==> config.mk <==
export PLATFORM = sky130hd
export DESIGN_NAME = sram_port_arbiter_flat
export DESIGN_NICKNAME = d
export VERILOG_FILES = /design/src/rtl/sram_port_arbiter_if.sv /design/src/rtl/sram_port_arbiter.sv /design/src/flat_wrapper.sv
export SDC_FILE = /design/constraint.sdc
export NUM_CORES = 1
export LEC_CHECK = 0
export ABC_AREA = 1
export BUFFER_PORTS_ARGS = -buffer_cell sky130_fd_sc_hd__buf_2
export CAP_MARGIN = 5
export CELL_PAD_IN_SITES_DETAIL_PLACEMENT = 1
export CELL_PAD_IN_SITES_GLOBAL_PLACEMENT = 1
export CORE_AREA = 2 2 116 118
export CTS_CLUSTER_DIAMETER = 150
export DETAILED_ROUTE_END_ITERATION = 8
export DIE_AREA = 0 0 118 120
export GPL_ROUTABILITY_DRIVEN = 0
export PLACE_DENSITY = 0.73
export SLEW_MARGIN = 20
export SYNTH_ARGS = -nofsm -noshare
export SYNTH_HDL_FRONTEND = slang
export SYNTH_SLANG_ARGS = --single-unit
==> constraint.sdc <==
create_clock -name clk -period 1.3 [get_ports clk]
set_clock_uncertainty 0.05 [all_clocks]
set_input_delay 0.13 -clock clk [delete_from_list [all_inputs] [get_ports clk]]
set_output_delay 0.13 -clock clk [all_outputs]
set_load 0.005 [all_outputs]
==> src/rtl/sram_port_arbiter_if.sv <==
// Bundle of the fetch, load/store and SRAM-macro signals around the shared SRAM port.
// The arbiter connects through the slave modport; the requester/macro side uses master.
interface sram_port_arbiter_if #(
    parameter int ADDR_W = 32,
    parameter int DATA_W = 32
);
    logic                  inst_req;
    logic [ADDR_W-1:0]     inst_addr;
    logic                  inst_addr_ok;
    logic                  inst_data_ok;
    logic [DATA_W-1:0]     inst_rdata;

    logic                  data_req;
    logic                  data_wr;
    logic [DATA_W/8-1:0]   data_wstrb;
    logic [ADDR_W-1:0]     data_addr;
    logic [DATA_W-1:0]     data_wdata;
    logic                  data_addr_ok;
    logic                  data_data_ok;
    logic [DATA_W-1:0]     data_rdata;

    logic                  sram_busy;
    logic                  sram_en;
    logic [DATA_W/8-1:0]   sram_we;
    logic [ADDR_W-1:0]     sram_addr;
    logic [DATA_W-1:0]     sram_wdata;
    logic [DATA_W-1:0]     sram_rdata;

    modport slave (
        input  inst_req, inst_addr,
        input  data_req, data_wr, data_wstrb, data_addr, data_wdata,
        input  sram_busy, sram_rdata,
        output inst_addr_ok, inst_data_ok, inst_rdata,
        output data_addr_ok, data_data_ok, data_rdata,
        output sram_en, sram_we, sram_addr, sram_wdata
    );

    modport master (
        output inst_req, inst_addr,
        output data_req, data_wr, data_wstrb, data_addr, data_wdata,
        output sram_busy, sram_rdata,
        input  inst_addr_ok, inst_data_ok, inst_rdata,
        input  data_addr_ok, data_data_ok, data_rdata,
        input  sram_en, sram_we, sram_addr, sram_wdata
    );
endinterface

==> src/rtl/sram_port_arbiter.sv <==
// Shares one synchronous SRAM port between instruction fetch and load/store,
// data first with a bounded starvation guard for fetch; one access in flight, response at +1.
module sram_port_arbiter #(
    parameter int ADDR_W       = 32,
    parameter int DATA_W       = 32,
    parameter int STARVE_LIMIT = 4
) (
    input  logic                 clk,
    input  logic                 resetn,
    sram_port_arbiter_if.slave   bus
);
    typedef enum logic {
        OWNER_FETCH = 1'b0,
        OWNER_DATA  = 1'b1
    } owner_e;

    logic [3:0] starve_cnt;
    logic [3:0] starve_cnt_nxt;
    logic       starve_hit;
    logic       can_grant;
    logic       grant_data;
    logic       grant_inst;

    logic       resp_valid;
    logic       resp_wr;
    owner_e     resp_owner;

    // Contested cycles go to data unless fetch has already lost STARVE_LIMIT times in a row.
    always_comb begin
        starve_hit = (starve_cnt == 4'(STARVE_LIMIT));
        can_grant  = resetn & ~bus.sram_busy;
        grant_data = can_grant & bus.data_req & ~(bus.inst_req & starve_hit);
        grant_inst = can_grant & bus.inst_req & (~bus.data_req | starve_hit);
    end

    always_comb begin
        bus.inst_addr_ok = grant_inst;
        bus.data_addr_ok = grant_data;
        bus.sram_en      = 1'b0;
        bus.sram_we      = '0;
        bus.sram_addr    = '0;
        bus.sram_wdata   = '0;
        if (grant_data) begin
            bus.sram_en    = 1'b1;
            bus.sram_we    = bus.data_wr ? bus.data_wstrb : '0;
            bus.sram_addr  = bus.data_addr;
            bus.sram_wdata = bus.data_wdata;
        end else if (grant_inst) begin
            bus.sram_en    = 1'b1;
            bus.sram_addr  = bus.inst_addr;
        end
    end

    // A busy SRAM freezes the count so the guard survives stalls.
    always_comb begin
        starve_cnt_nxt = starve_cnt;
        if (!bus.sram_busy) begin
            if (!bus.inst_req || grant_inst) begin
                starve_cnt_nxt = 4'd0;
            end else if (grant_data && !starve_hit) begin
                starve_cnt_nxt = starve_cnt + 4'd1;
            end
        end
    end

    always_ff @(posedge clk or negedge resetn) begin
        if (!resetn) begin
            starve_cnt <= 4'd0;
        end else begin
            starve_cnt <= starve_cnt_nxt;
        end
    end

    always_ff @(posedge clk or negedge resetn) begin
        if (!resetn) begin
            resp_valid <= 1'b0;
            resp_owner <= OWNER_FETCH;
            resp_wr    <= 1'b0;
        end else begin
            resp_valid <= grant_data | grant_inst;
            resp_owner <= grant_data ? OWNER_DATA : OWNER_FETCH;
            resp_wr    <= grant_data & bus.data_wr;
        end
    end

    // Read data is a pass-through of the macro; stores return zero so nothing stale leaks out.
    always_comb begin
        bus.inst_data_ok = resp_valid & (resp_owner == OWNER_FETCH);
        bus.data_data_ok = resp_valid & (resp_owner == OWNER_DATA);
        bus.inst_rdata   = resetn ? bus.sram_rdata : '0;
        bus.data_rdata   = (resetn && !resp_wr) ? bus.sram_rdata : '0;
    end
endmodule

==> src/flat_wrapper.sv <==
// flat-port wrapper written by rule: the top's interface ports become plain ports
module sram_port_arbiter_flat 
#(
    parameter int ADDR_W       = 32,
    parameter int DATA_W       = 32,
    parameter int STARVE_LIMIT = 4
)
  (clk, resetn, bus_inst_req, bus_inst_addr, bus_data_req, bus_data_wr, bus_data_wstrb, bus_data_addr, bus_data_wdata, bus_sram_busy, bus_sram_rdata, bus_inst_addr_ok, bus_inst_data_ok, bus_inst_rdata, bus_data_addr_ok, bus_data_data_ok, bus_data_rdata, bus_sram_en, bus_sram_we, bus_sram_addr, bus_sram_wdata);
  sram_port_arbiter_if #(.ADDR_W(ADDR_W), .DATA_W(DATA_W)) bus_i ();
  input  logic clk;
  input  logic resetn;
  input wire logic [$bits(bus_i.inst_req)-1:0] bus_inst_req;
  input wire logic [$bits(bus_i.inst_addr)-1:0] bus_inst_addr;
  input wire logic [$bits(bus_i.data_req)-1:0] bus_data_req;
  input wire logic [$bits(bus_i.data_wr)-1:0] bus_data_wr;
  input wire logic [$bits(bus_i.data_wstrb)-1:0] bus_data_wstrb;
  input wire logic [$bits(bus_i.data_addr)-1:0] bus_data_addr;
  input wire logic [$bits(bus_i.data_wdata)-1:0] bus_data_wdata;
  input wire logic [$bits(bus_i.sram_busy)-1:0] bus_sram_busy;
  input wire logic [$bits(bus_i.sram_rdata)-1:0] bus_sram_rdata;
  output wire logic [$bits(bus_i.inst_addr_ok)-1:0] bus_inst_addr_ok;
  output wire logic [$bits(bus_i.inst_data_ok)-1:0] bus_inst_data_ok;
  output wire logic [$bits(bus_i.inst_rdata)-1:0] bus_inst_rdata;
  output wire logic [$bits(bus_i.data_addr_ok)-1:0] bus_data_addr_ok;
  output wire logic [$bits(bus_i.data_data_ok)-1:0] bus_data_data_ok;
  output wire logic [$bits(bus_i.data_rdata)-1:0] bus_data_rdata;
  output wire logic [$bits(bus_i.sram_en)-1:0] bus_sram_en;
  output wire logic [$bits(bus_i.sram_we)-1:0] bus_sram_we;
  output wire logic [$bits(bus_i.sram_addr)-1:0] bus_sram_addr;
  output wire logic [$bits(bus_i.sram_wdata)-1:0] bus_sram_wdata;
  assign bus_i.inst_req = bus_inst_req;
  assign bus_i.inst_addr = bus_inst_addr;
  assign bus_i.data_req = bus_data_req;
  assign bus_i.data_wr = bus_data_wr;
  assign bus_i.data_wstrb = bus_data_wstrb;
  assign bus_i.data_addr = bus_data_addr;
  assign bus_i.data_wdata = bus_data_wdata;
  assign bus_i.sram_busy = bus_sram_busy;
  assign bus_i.sram_rdata = bus_sram_rdata;
  assign bus_inst_addr_ok = bus_i.inst_addr_ok;
  assign bus_inst_data_ok = bus_i.inst_data_ok;
  assign bus_inst_rdata = bus_i.inst_rdata;
  assign bus_data_addr_ok = bus_i.data_addr_ok;
  assign bus_data_data_ok = bus_i.data_data_ok;
  assign bus_data_rdata = bus_i.data_rdata;
  assign bus_sram_en = bus_i.sram_en;
  assign bus_sram_we = bus_i.sram_we;
  assign bus_sram_addr = bus_i.sram_addr;
  assign bus_sram_wdata = bus_i.sram_wdata;
  sram_port_arbiter #(.ADDR_W(ADDR_W), .DATA_W(DATA_W), .STARVE_LIMIT(STARVE_LIMIT)) u_core (.clk(clk), .resetn(resetn), .bus(bus_i));
endmodule
# == Word level (Yosys, flattened, before mapping) ==
# Index checks and enable logic that the tools add are counted.
# op_classes
add_sub_neg,1
div,0
shift,0
n_reduce_logical,8
eq_ne,1
bitwise_logic,15
mul,0
n_mux,12
n_lt_le_gt_ge,0
# op_table
op,n
32-bit 2-to-1 mux,5
4-bit 2-to-1 mux,4
1-bit bitwise AND,9
4-bit by 1-bit adder with 4-bit output (second input constant),1
4-bit by 3-bit equality test with 1-bit output (second input constant),1
1-bit NOT,4
1-bit zero test,3
1-bit 2-to-1 mux,3
1-bit logical AND,2
1-bit bitwise OR,2
2-bit AND reduction,1
2-bit nonzero test,1
1-bit logical OR,1
# word_totals
output_inout_bits,137
ramBits,0
latchBits,0
elab_cells,41
mem_count,0
mem_bits_ro,0
reg_bits,7

# == Logic depth before layout (Yosys ltp) ==
# depth
depth_word,7
ltp_mapped,9
mapped_depth_nobuf,8

# == Least setup slack after synthesis ==
# No wires, ideal clock.
# synth_path
kind,reg2out
start,register u_core.starve_cnt[0]
end,output bus_sram_addr[22]
slack_ns,-0.041
arrival_ns,1.161
t_required_ns,1.120
stages_incl_launch_ff,10
n_path_buf,1
cell_sequence,dfrtp_1 > inv_1 > ha_1 > nand3_1 > nand2_1 > nand2_2 > inv_4 > buf_6 > nand2_1 > nand2_1
# synth_via
elab_chain_len,5
# synth_lines
element,line,source
start: declaration,sram_port_arbiter.sv:17,logic [3:0] starve_cnt;
start signal: assignment,sram_port_arbiter.sv:70,starve_cnt <= starve_cnt_nxt;
4-bit by 3-bit equality test with 1-bit output,sram_port_arbiter.sv:30,starve_hit = (starve_cnt == 4'(STARVE_LIMIT));
1-bit bitwise OR,sram_port_arbiter.sv:33,grant_inst = can_grant & bus.inst_req & (~bus.data_req | starve_hit);
1-bit bitwise AND,sram_port_arbiter.sv:33,
via bus_inst_addr_ok,flat_wrapper.sv:21,output wire logic [$bits(bus_i.inst_addr_ok)-1:0] bus_inst_addr_ok;
32-bit 2-to-1 mux,sram_port_arbiter.sv:48,end else if (grant_inst) begin
32-bit 2-to-1 mux,sram_port_arbiter.sv:43,if (grant_data) begin
end: declaration,flat_wrapper.sv:29,output wire logic [$bits(bus_i.sram_addr)-1:0] bus_sram_addr;
# The timed path passes the listed nets, and every way through them passes these cells.

# == Worst setup path in the final report ==
# layout_path
start,register u_core.starve_cnt[0]
end,output bus_sram_addr[11]
# layout_via
elab_chain_len,5
# layout_lines
element,line
4-bit by 3-bit equality test with 1-bit output *,sram_port_arbiter.sv:30
1-bit bitwise OR or 1-bit bitwise AND (tied branches),"sram_port_arbiter.sv:33, sram_port_arbiter.sv:32"
1-bit bitwise AND or 1-bit NOT (tied branches),"sram_port_arbiter.sv:33, sram_port_arbiter.sv:32"
32-bit 2-to-1 mux or 1-bit bitwise AND (tied branches),"sram_port_arbiter.sv:48, sram_port_arbiter.sv:32"
32-bit 2-to-1 mux *,sram_port_arbiter.sv:43
# Mark *: on every way between the ends. The rest lies on a longest branch, timed or not.

==> out/metrics.yaml <==
combinational_cell_fraction_of_total_power_pct: 52.7
hold_path_class: "input port to flip-flop"
cell_chain_of_the_critical_path: "inv_2 > ha_4 > nand4_1 > nand2_4 > inv_6 > clkbuf_16 > nand2_2 > nand2_1 > buf_2"
route.detailed.vias_per_inst: 3.708
critical_path.startpoint: "u_core.starve_cnt[0]$_DFFE_PN0P_"
synthXorXnorAreaFrac_pct: 0.5804
placement.cell_area_um2: 3203
irDropWorstVdd_mv: 0.2906
gr-total-overflow: 0
hold_path_depth: 3
grt_usage_pct: 11.66
start_kind: "flip-flop"
final-max-slew-violation-count: 0
wirelength_um: 9149
timing.final.hold_violations: 0
instances_no_fill: 800
reg2reg_from: "u_core.starve_cnt[0]$_DFFE_PN0P_"
setup-tns-final_ns: -28.93
area_growth_synth_to_finish_pct: 141.2
floorplan.core_area_um2: 12980
cts_htree_levels: 1
synth_adder_area_share_pct: 1.658
power_frac_seq_pct: 15.1
critPathArrivalTime_ns: 1.61
cts.root.buffer_cell: "clkbuf_16"
final_antenna_net_count: 0
finish.instance_area_um2: 3640
number_of_remaining_drc_errors: 0
critical_path.endpoint: "bus_sram_addr[11]"
final.setup.worst_slack_ns: -0.4857
tritoncts_clock_tree: "done"
intPower_mw: 1.102
final_min_period_over_clock_period_pct: 137.4
worst_ep_required_time_ns: 1.12
leading_cell_types_by_count_after_synthesis: "144 x nand2_1, 73 x inv_1, 73 x nor2_1, 7 x dfrtp_1"
synth.area.top_cells: "nand2_1 36%, inv_1 18%, nor2_1 18%"
drv_cap: 0
violations: "setup timing"
die_height_um: 120
detailedPlacementHpwl_um: 7338
floorplan.io_pins: 275
period_minus_slack_ns: 1.786
power_switching_share_pct: 33.28
grt_first_pass_wirelength_um: 13560
first_global_vias: 2894
whs_ns: 0.1045
post_synth_num_cell_types: 19
vias: 2966
die_width_um: 118
power.share.clock_pct: 32.2
ys_warnings: 0
synth_edf_count: 0
clock-sinks: 7
clock_pin_slew_worst_setup_and_hold_paths_ns: 0.04
postSynthCellCount: 332
synth_top_area_share_pct: 35.82
fp-row-count: 42
tritoncts.num_buffers: 3
io_buffer_count: 274
power_per_cell_area_nw_per_um2: 453.8
avgSynthCellArea_um2: 4.545
max_clock_freq_mhz: 560.0
result_of_the_run: "finished with violations"
netlist.top_cell.by_area: "nand2_1"
most_frequent_cell_after_synthesis: "nand2_1"
worst_setup_path_end_kind: "output port"
combinational_family_with_the_most_area_after_synthesis: "simple AND/OR/NAND/NOR gates"
synth_async_sr_flop_share_pct: 100.0
detail_route.iter0.violations: 95
nets: 764
synthFlopType: "dfrtp_1"
ff2ff_path_depth: 8
synth_nets: 472
antenna_found_initial: 1
criticalPathCategory: "flip-flop to output port"
total_switching_power_uw: 549.6
rsz0062_at_grt: "yes"
slowest_stage: "dfrtp_1"
complex_gate_fraction_of_the_synthesized_area_pct: 1.244
pre_cts_ws_ns: -0.1988
worstReg2RegEnd: "u_core.resp_owner$_DFF_PN0_"
placed_cells_incl_taps: 782
tightest_slew_ns: 0.2477
largest_net_degree_at_the_start_of_global_routing: 33
critical-path-max-stage-delay_ns: 0.39
clk-insertion-delay-late_ns: 0.23
finalCoreUtilization_pct: 28.04
setup.reg_to_reg.worst_slack_ns: -0.18
maximum_root_to_sink_buffer_count: 2
drive_gt1_share_pct: 56.50
netlist_area_um2: 1509
seq_cells_post_synth: 7
max_slew_margin_pct: 83.49
timing.final.setup_violations: 77
floorplan.initialDensity_pct: 11.63
synth.mux.area_fraction_pct: 0
seq_area_frac_synth_pct: 11.61
worstPathMaxFanout: 8
drt_pre_antenna_iters: 3
route.detailed.wl_per_inst_um: 11.44
yosys.area_share.simple_pct: 57.55
die_area_um2: 14160
static-leakage-power_nw: 2.692
sum_of_internal_switching_and_leakage_power_mw: 1.652
final cells by class:
cell class	count	area [um2]
Antenna cell	1	2.502
Clock buffer	4	78.83
Fill cell	1775	9340
Inverter	76	297.8
Multi-Input combinational cell	232	1074
Sequential cell	7	175.2
Tap cell	176	220.2
Timing Repair Buffer	304	1792
registers in the layout, indices dropped and copies added, names as in the netlist:
register           flops
u_core.resp_wr         1
u_core.resp_owner      1
u_core.starve_cnt      4
u_core.resp_valid      1
layer usage:
metal	up-vias	share of wire (%)	track usage (%)
li1	1504	-	-
met1	1303	36	12.32
met2	155	55	22.78
met3	4	8.5	2.899
met4	0	0.74	3.163
met5	-	0	0
power by group through the flow:
| stage | sequential (mW) | clock [mW] | combinational, mW |
|---|---|---|---|
| 5_1_grt | 0.253 | 0.551 | 0.983 |
| 3_5_place_dp | 0.249 | 0 | 0.769 |
| 2_1_floorplan | 0.252 | 0 | 0.293 |
| 6_report | 0.250 | 0.531 | 0.871 |
| 3_3_place_gp | 0.248 | 0 | 0.759 |
| 4_1_cts | 0.249 | 0.542 | 0.832 |
worst min path at each step:
stage | start | endpoint | slack [ns]
after global routing | bus_data_wr | u_core.resp_wr$_DFF_PN0_ | 0.16
after floorplan | resetn | u_core.resp_owner$_DFF_PN0_ | -0.22
after detailed placement | resetn | u_core.starve_cnt[2]$_DFFE_PN0P_ | 0.07
after CTS | bus_data_wr | u_core.resp_wr$_DFF_PN0_ | 0.11
after global placement | resetn | u_core.starve_cnt[0]$_DFFE_PN0P_ | 0.07
final | bus_data_wr | u_core.resp_wr$_DFF_PN0_ | 0.10
what timing repair did:
item                                   CTS  global route
hold buffers                             2             0
endpoints found under the hold margin    7             0
setup endpoints to repair               78            80
cloned                                   1             4
gates resized for setup                 13            48
setup buffers                            5             4
pin swaps                                2             6
cells in the final DEF (no fill, tap or decap), types with 2 or more instances in the layout:
cell type / synthesis / routed
inv_1: 73 / 71
dlygate4sd3_1: 0 / 2
inv_2: 2 / 3
nand2_2: 2 / 21
buf_4: 4 / 10
dfrtp_1: 7 / 7
nand2_1: 144 / 120
buf_12: 0 / 6
nand4_1: 4 / 4
buf_6: 6 / 12
nand2_4: 0 / 5
clkbuf_16: 0 / 6
nor2_1: 73 / 61
nor2_4: 0 / 4
nor2_2: 1 / 9
buf_2: 1 / 270
cell families (layout without fill, tap and decap cells):
family	Yosys count	count (layout)
simple gates	226	226
compound gates	3	3
fa+ha+maj	2	2
flops	7	7
xor+xnor	1	1
buf+inv	93	384
other cells	0	1
worst max-delay path: cells and delay by family (launching register included):
kind	cells	cell delay (ns)
adders and majority gates	1	0.14
buffers and inverters	4	0.44
DFF	1	0.39
and+or+nand+nor	4	0.40
Note: power is estimated with default switching activity, not from simulation.
